===== src/rtl/mips_pkg.sv =====
// Shared MIPS pipeline definitions: load-size encodings, widths and the MEM/WB record.
package mips_pkg;

    localparam int unsigned DATA_W     = 32;
    localparam int unsigned REG_ADDR_W = 5;

    localparam logic [1:0] LS_BYTE = 2'b00;
    localparam logic [1:0] LS_HALF = 2'b01;
    localparam logic [1:0] LS_WORD = 2'b10;

    localparam logic [REG_ADDR_W-1:0] REG_ZERO = 5'd0;

    // Contents of the MEM/WB pipeline register
    typedef struct packed {
        logic                  valid;
        logic                  reg_write;
        logic                  mem_to_reg;
        logic [REG_ADDR_W-1:0] write_reg;
        logic [DATA_W-1:0]     alu_result;
        logic [DATA_W-1:0]     read_data;
        logic [1:0]            load_size;
        logic                  load_signed;
    } mem_wb_t;

endpackage


===== src/rtl/load_extract.sv =====
// Load data lane select, zero/sign extension and misalignment detection.
// WB_SUBWORD_LOAD_EN: when defined, byte/half loads are extracted and extended;
// otherwise every load passes the full word and any nonzero offset is misaligned.
module load_extract
    import mips_pkg::*;
(
    input  logic [DATA_W-1:0] word,
    input  logic [1:0]        offset,
    input  logic [1:0]        load_size,
    input  logic              load_signed,
    input  logic              is_load,
    output logic [DATA_W-1:0] data,
    output logic              misaligned
);

`ifdef WB_SUBWORD_LOAD_EN
    logic [7:0]  byte_lane;
    logic [15:0] half_lane;

    // Pick the addressed byte and half-word lanes
    always_comb begin
        byte_lane = word[7:0];
        case (offset)
            2'd0:    byte_lane = word[7:0];
            2'd1:    byte_lane = word[15:8];
            2'd2:    byte_lane = word[23:16];
            default: byte_lane = word[31:24];
        endcase
        half_lane = offset[1] ? word[31:16] : word[15:0];
    end

    // Extend per size; the reserved size encoding behaves as a word
    always_comb begin
        data       = word;
        misaligned = 1'b0;
        case (load_size)
            LS_BYTE: begin
                data       = {{24{load_signed & byte_lane[7]}}, byte_lane};
                misaligned = 1'b0;
            end
            LS_HALF: begin
                data       = {{16{load_signed & half_lane[15]}}, half_lane};
                misaligned = offset[0];
            end
            default: begin
                data       = word;
                misaligned = (offset != 2'b00);
            end
        endcase
        misaligned = misaligned & is_load;
    end
`else
    logic unused_cfg;
    assign unused_cfg = ^{load_size, load_signed};

    // Word-only loads: any nonzero offset is an error
    always_comb begin
        data       = word;
        misaligned = is_load & (offset != 2'b00);
    end
`endif

endmodule


===== src/rtl/wb_stage.sv =====
// MIPS writeback stage: MEM/WB register, result mux, register file write port,
// forwarding tap, sticky misalignment flag and retired-instruction counter.
// Sub-word load support is enabled by defining WB_SUBWORD_LOAD_EN.
module wb_stage
    import mips_pkg::*;
#(
    parameter int unsigned CNT_W = 32
) (
    input  logic                  clk,
    input  logic                  rst_n,
    input  logic                  memValid,
    input  logic                  memRegWrite,
    input  logic                  memToReg,
    input  logic [REG_ADDR_W-1:0] memWriteReg,
    input  logic [DATA_W-1:0]     memAluResult,
    input  logic [DATA_W-1:0]     memReadData,
    input  logic [1:0]            memLoadSize,
    input  logic                  memLoadSigned,
    input  logic                  stall,
    input  logic                  flush,
    output logic                  regWrite,
    output logic [REG_ADDR_W-1:0] writeRegister,
    output logic [DATA_W-1:0]     writeData,
    output logic                  fwdValid,
    output logic                  alignErr,
    output logic [CNT_W-1:0]      retireCount
);

    mem_wb_t           wb_q, wb_d;
    logic [CNT_W-1:0]  cnt_q;
    logic              err_q;
    logic [DATA_W-1:0] load_data;
    logic              misaligned;
    logic              retire;

    // Next MEM/WB contents: capture unless stalled; flush always kills valid
    always_comb begin
        wb_d = wb_q;
        if (!stall) begin
            wb_d.reg_write   = memRegWrite;
            wb_d.mem_to_reg  = memToReg;
            wb_d.write_reg   = memWriteReg;
            wb_d.alu_result  = memAluResult;
            wb_d.read_data   = memReadData;
            wb_d.load_size   = memLoadSize;
            wb_d.load_signed = memLoadSigned;
            wb_d.valid       = memValid & ~flush;
        end else if (flush) begin
            wb_d.valid = 1'b0;
        end
    end

    assign retire = ~stall & memValid & ~flush;

    // Pipeline register, retire counter and sticky error flag
    always_ff @(posedge clk or negedge rst_n) begin
        if (!rst_n) begin
            wb_q  <= '0;
            cnt_q <= '0;
            err_q <= 1'b0;
        end else begin
            wb_q <= wb_d;
            if (retire) begin
                cnt_q <= cnt_q + CNT_W'(1);
            end
            err_q <= err_q | (wb_q.valid & misaligned);
        end
    end

    load_extract u_load_extract (
        .word        (wb_q.read_data),
        .offset      (wb_q.alu_result[1:0]),
        .load_size   (wb_q.load_size),
        .load_signed (wb_q.load_signed),
        .is_load     (wb_q.mem_to_reg),
        .data        (load_data),
        .misaligned  (misaligned)
    );

    // Register file write port; the error flag reports in the same cycle as the bad load
    always_comb begin
        writeData     = wb_q.mem_to_reg ? load_data : wb_q.alu_result;
        writeRegister = wb_q.write_reg;
        regWrite      = wb_q.valid & wb_q.reg_write & (wb_q.write_reg != REG_ZERO) & ~misaligned;
        fwdValid      = regWrite;
        alignErr      = err_q | (wb_q.valid & misaligned);
        retireCount   = cnt_q;
    end

endmodule


===== config.mk =====
export PLATFORM = sky130hd
export DESIGN_NAME = wb_stage
export DESIGN_NICKNAME = d
export VERILOG_FILES = /design/src/rtl/mips_pkg.sv /design/src/rtl/load_extract.sv /design/src/rtl/wb_stage.sv
export SDC_FILE = /design/constraint.sdc
export NUM_CORES = 1
export LEC_CHECK = 0
export ABC_CLOCK_PERIOD_IN_PS = 1440
export BUFFER_PORTS_ARGS = -buffer_cell sky130_fd_sc_hd__buf_2
export CAP_MARGIN = 0
export CORE_UTILIZATION = 46
export CTS_BUF_LIST = sky130_fd_sc_hd__clkbuf_16
export DETAILED_ROUTE_END_ITERATION = 7
export GPL_ROUTABILITY_DRIVEN = 0
export PLACE_DENSITY = 0.76
export SYNTH_ARGS = -nofsm -noshare
export SYNTH_HDL_FRONTEND = slang
export SYNTH_SLANG_ARGS = --single-unit
export TNS_END_PERCENT = 30

===== constraint.sdc =====
create_clock -name clk -period 1.44 [get_ports clk]
set_input_delay 0 -clock clk [delete_from_list [all_inputs] [get_ports clk]]
set_output_delay 0 -clock clk [all_outputs]
set_load 0.02 [all_outputs]

==> impl_metrics.csv <==
group,metric,value,unit
pwr,p_per_area,1090,nW/µm²
cells_and_area,finalInstanceArea,6852,µm²
setup_path,crit_type,"reg -> out",
global_routing,grtUsageTotal,22.13,%
flow_run,cap_violations,0,
timing,rsz0062_at_grt,"true",
clock_network,clockBufferDepth,2,
timing,max-slew-margin-rel,71.22,%
floorplan,dieHeight,103.0,µm
clock_network,cts_num_sinks,105,
setup_path,rr_worst_depth,4,
setup_path,cp-start-kind,"flip-flop",
synthesis,yosysSeqAreaShare,56.04,%
global_routing,grt_max_degree,73,
floorplan,die_w,103.0,µm
clock_network,cts_max_level,3,
synthesis,synth_cell_types,33,
floorplan,fp-row-count,36,
global_routing,gr-total-overflow,0,
synthesis,synth.avg_cell_area,13.99,µm²
timing,worstMarginPinSlew,0.4317,ns
synthesis,synth_edf_count,0,
floorplan,core,9819,µm²
synthesis,postSynth.asyncResetShare,100.0,%
synthesis,synth_top_area_share,56.04,%
setup_path,end_kind,"output port",
global_routing,met3_usage,6.373,%
timing,finalHoldViolCount,0,
cells_and_area,n_antenna_cell,0,
floorplan,design.die.area,10600,µm²
timing,finalClockSkew,0.009839,ns
cells_and_area,final_cells,709,
synthesis,syn_inst,335,
place,place.port_buffers,147,
status,status,"complete, but fails checks",
setup_path,startpoint,"wb_q[72]$_DFFE_PN0N_",
timing,whs,0.1549,ns
pwr,p_leak,3.226,nW
timing,drv_slew,0,
drt,ant_nets,0,
global_routing,grt_pass1_vias,3726,
floorplan,start_util,47.74,%
setup_path,critPathMaxFanout,12,
drt,drt-pass1-iter-count,4,
global_routing,antenna_found_initial,0,
synthesis,ys.flop_type,"dfrtp_1",
drt,drt_iter0_markers,51,
place,hpwlAfterDp,7.106,mm
cells_and_area,drive_above_1_share,55.73,%
place,post_dp_cell_area,5724,µm²
drt,wirelength,11.62,mm
global_routing,grt-busiest-layer,"met2",
clock_network,tritoncts,"done",
cells_and_area,fillCellCount,694,
setup_path,reg2reg_to,"retireCount[31]$_DFFE_PN0P_",
drt,vias,3544,
drt,via_per_inst,4.999,
clock_network,numCtsBuffers,9,
clock_network,post_cts_buffers,0,
floorplan,io_pins,151,
synthesis,synth.largest_area_cell,"dfrtp_1",
drt,drt-wirelength-per-cell,16.39,µm
global_routing,use_met2,39.49,%
synthesis,ys_ff_latch,105,
hold_path,hold_class,"in -> async",
clock_network,insertion_delay,0.34,ns
setup_path,cp.required,1.44,ns
timing,setup_ws,-0.03151,ns
global_routing,grt_pass1_wl,17.75,mm
synthesis,synthTopCellsByArea,"dfrtp_1 56%, mux2_2 25%, xnor2_1 5.4%",
clock_network,cts_root_buffer,"clkbuf_16",
timing,setup_viol,29,
global_routing,met1_usage,25.90,%
status,violations,"negative setup slack",
setup_path,worstReg2RegStart,"retireCount[16]$_DFFE_PN0P_",
timing,fin_crit,1.472,ns
synthesis,yosysWarnings,0,
cells_and_area,final_util,69.78,%
place,place_inst,617,
setup_path,critPathCapture,"writeData[16]",
timing,max_freq,0.6796,GHz
timing,tns,-0.5033,ns
setup_path,arrival,1.47,ns
cells_and_area,areaGrowthSynthToFinish,46.14,%
clock_network,path_clk_slew,0.08,ns
timing,timing.final.crit_share,102.2,%
drt,drc_errors,0,
synthesis,netlist_area,4688,µm²
cells_and_area,fin_nets,651,
synthesis,synth_nets,415,
pwr,irDropWorstVdd,0.0007120,V
setup_path,ff2ff_setup_slack,0,ns
==> layer usage <==
layer / part of all wire [%] / vias up
met4: 1.4 / 0
met3: 6.6 / 17
met1: 40 / 1747
met2: 52 / 133
li1: - / 1647
met5: 0 / -
==> registers in the layout, indices dropped and copies added, names as in the netlist <==
| signal | count |
|---|---|
| wb_q | 67 |
| retireCount | 32 |
| writeRegister | 5 |
| err_q | 1 |
==> synth_stat cells (2+ instances only) <==
cell / count
and2_1: 3
and3_1: 4
and4_1: 3
buf_1: 2
buf_2: 3
buf_4: 7
buf_6: 2
clkbuf_1: 9
dfrtp_1: 105
inv_1: 2
mux2_2: 104
nand2_1: 11
nand3_1: 10
nand3_2: 2
nand4_1: 11
nand4_2: 4
nand4b_1: 2
nor2_1: 5
nor2b_1: 2
nor3_1: 2
xnor2_1: 29
xor2_1: 2
==> logic make-up (layout without fill, tap and decap cells) <==
family	after synthesis	count (layout)	share of synthesized area (%)
muxes	105	105	25.19
and+or+nand+nor	64	65	9.048
adders and majority gates	1	1	0.2668
buffers and inverters	26	266	3.282
xor gates and xnor gates	31	31	5.791
AOI/OAI and AO/OA	3	3	0.3735
DFF	105	105	56.04
==> per-stage QoR <==
stage / power (mW) / setup slack (ns)
2_1_floorplan: 4.252 / 0.008542
3_3_place_gp: 4.732 / 0.02254
3_5_place_dp: 4.792 / -0.06681
4_1_cts: 7.443 / -0.05570
5_1_grt: 7.803 / -0.08765
6_report: 7.468 / -0.03151
==> layout by cell type, fill, tap and decap left out, drive strengths merged, types with 2 or more instances in the layout <==
master,netlist,final
buf,15,174
nand4b,2,2
clkbuf,9,9
and3,4,4
nand4,15,15
mux2,104,104
xnor2,29,29
nor2b,2,2
and2,4,4
inv,2,6
dfrtp,105,105
dlygate4sd3,0,74
nor2,5,5
and4,4,5
nor3b,2,2
nand3,12,12
xor2,2,2
nor3,2,2
nand2,11,11
==> layout make-up <==
class | instances | area (µm²) | area share (%)
timing repair buffer | 248 | 1758 | 25.66
inverter | 2 | 7.507 | 0.1096
clock inverter | 7 | 76.32 | 1.114
sequential | 105 | 2641 | 38.55
multi-input combinational | 205 | 1977 | 28.85
clock buffer | 9 | 225.2 | 3.287
tap | 133 | 166.4 | 2.429
==> critical path, stage by stage (launching register included) <==
cell,delay (ns)
dfrtp_2,0.44
buf_8,0.18
mux2_2,0.35
buf_2,0.16
==> worst min path at each step <==
stage | to | slack [ns]
final | wb_q[6]$_DFFE_PN0N_ | 0.15
after global routing | retireCount[0]$_DFFE_PN0P_ | 0.16
after CTS | wb_q[6]$_DFFE_PN0N_ | 0.14
after detailed placement | wb_q[6]$_DFFE_PN0N_ | -0.03
after global placement | wb_q[6]$_DFFE_PN0N_ | -0.03
after floorplan | err_q$_DFF_PN0_ | -0.30
==> where the power goes <==
group | switching (mW) | internal [mW]
logic | 0.755 | 0.806
registers | 0.205 | 3.22
clock network | 1.12 | 1.37
total | 2.08 | 5.39
==> timing repair <==
item	in CTS	in global routing
hold buffers	74	0
hold endpoints to repair	177	0
endpoints found under the setup margin	44	50
cloned	1	1
gates resized for setup	7	14
pin swaps	0	6
No activity file was read; power rests on OpenSTA's default activity.
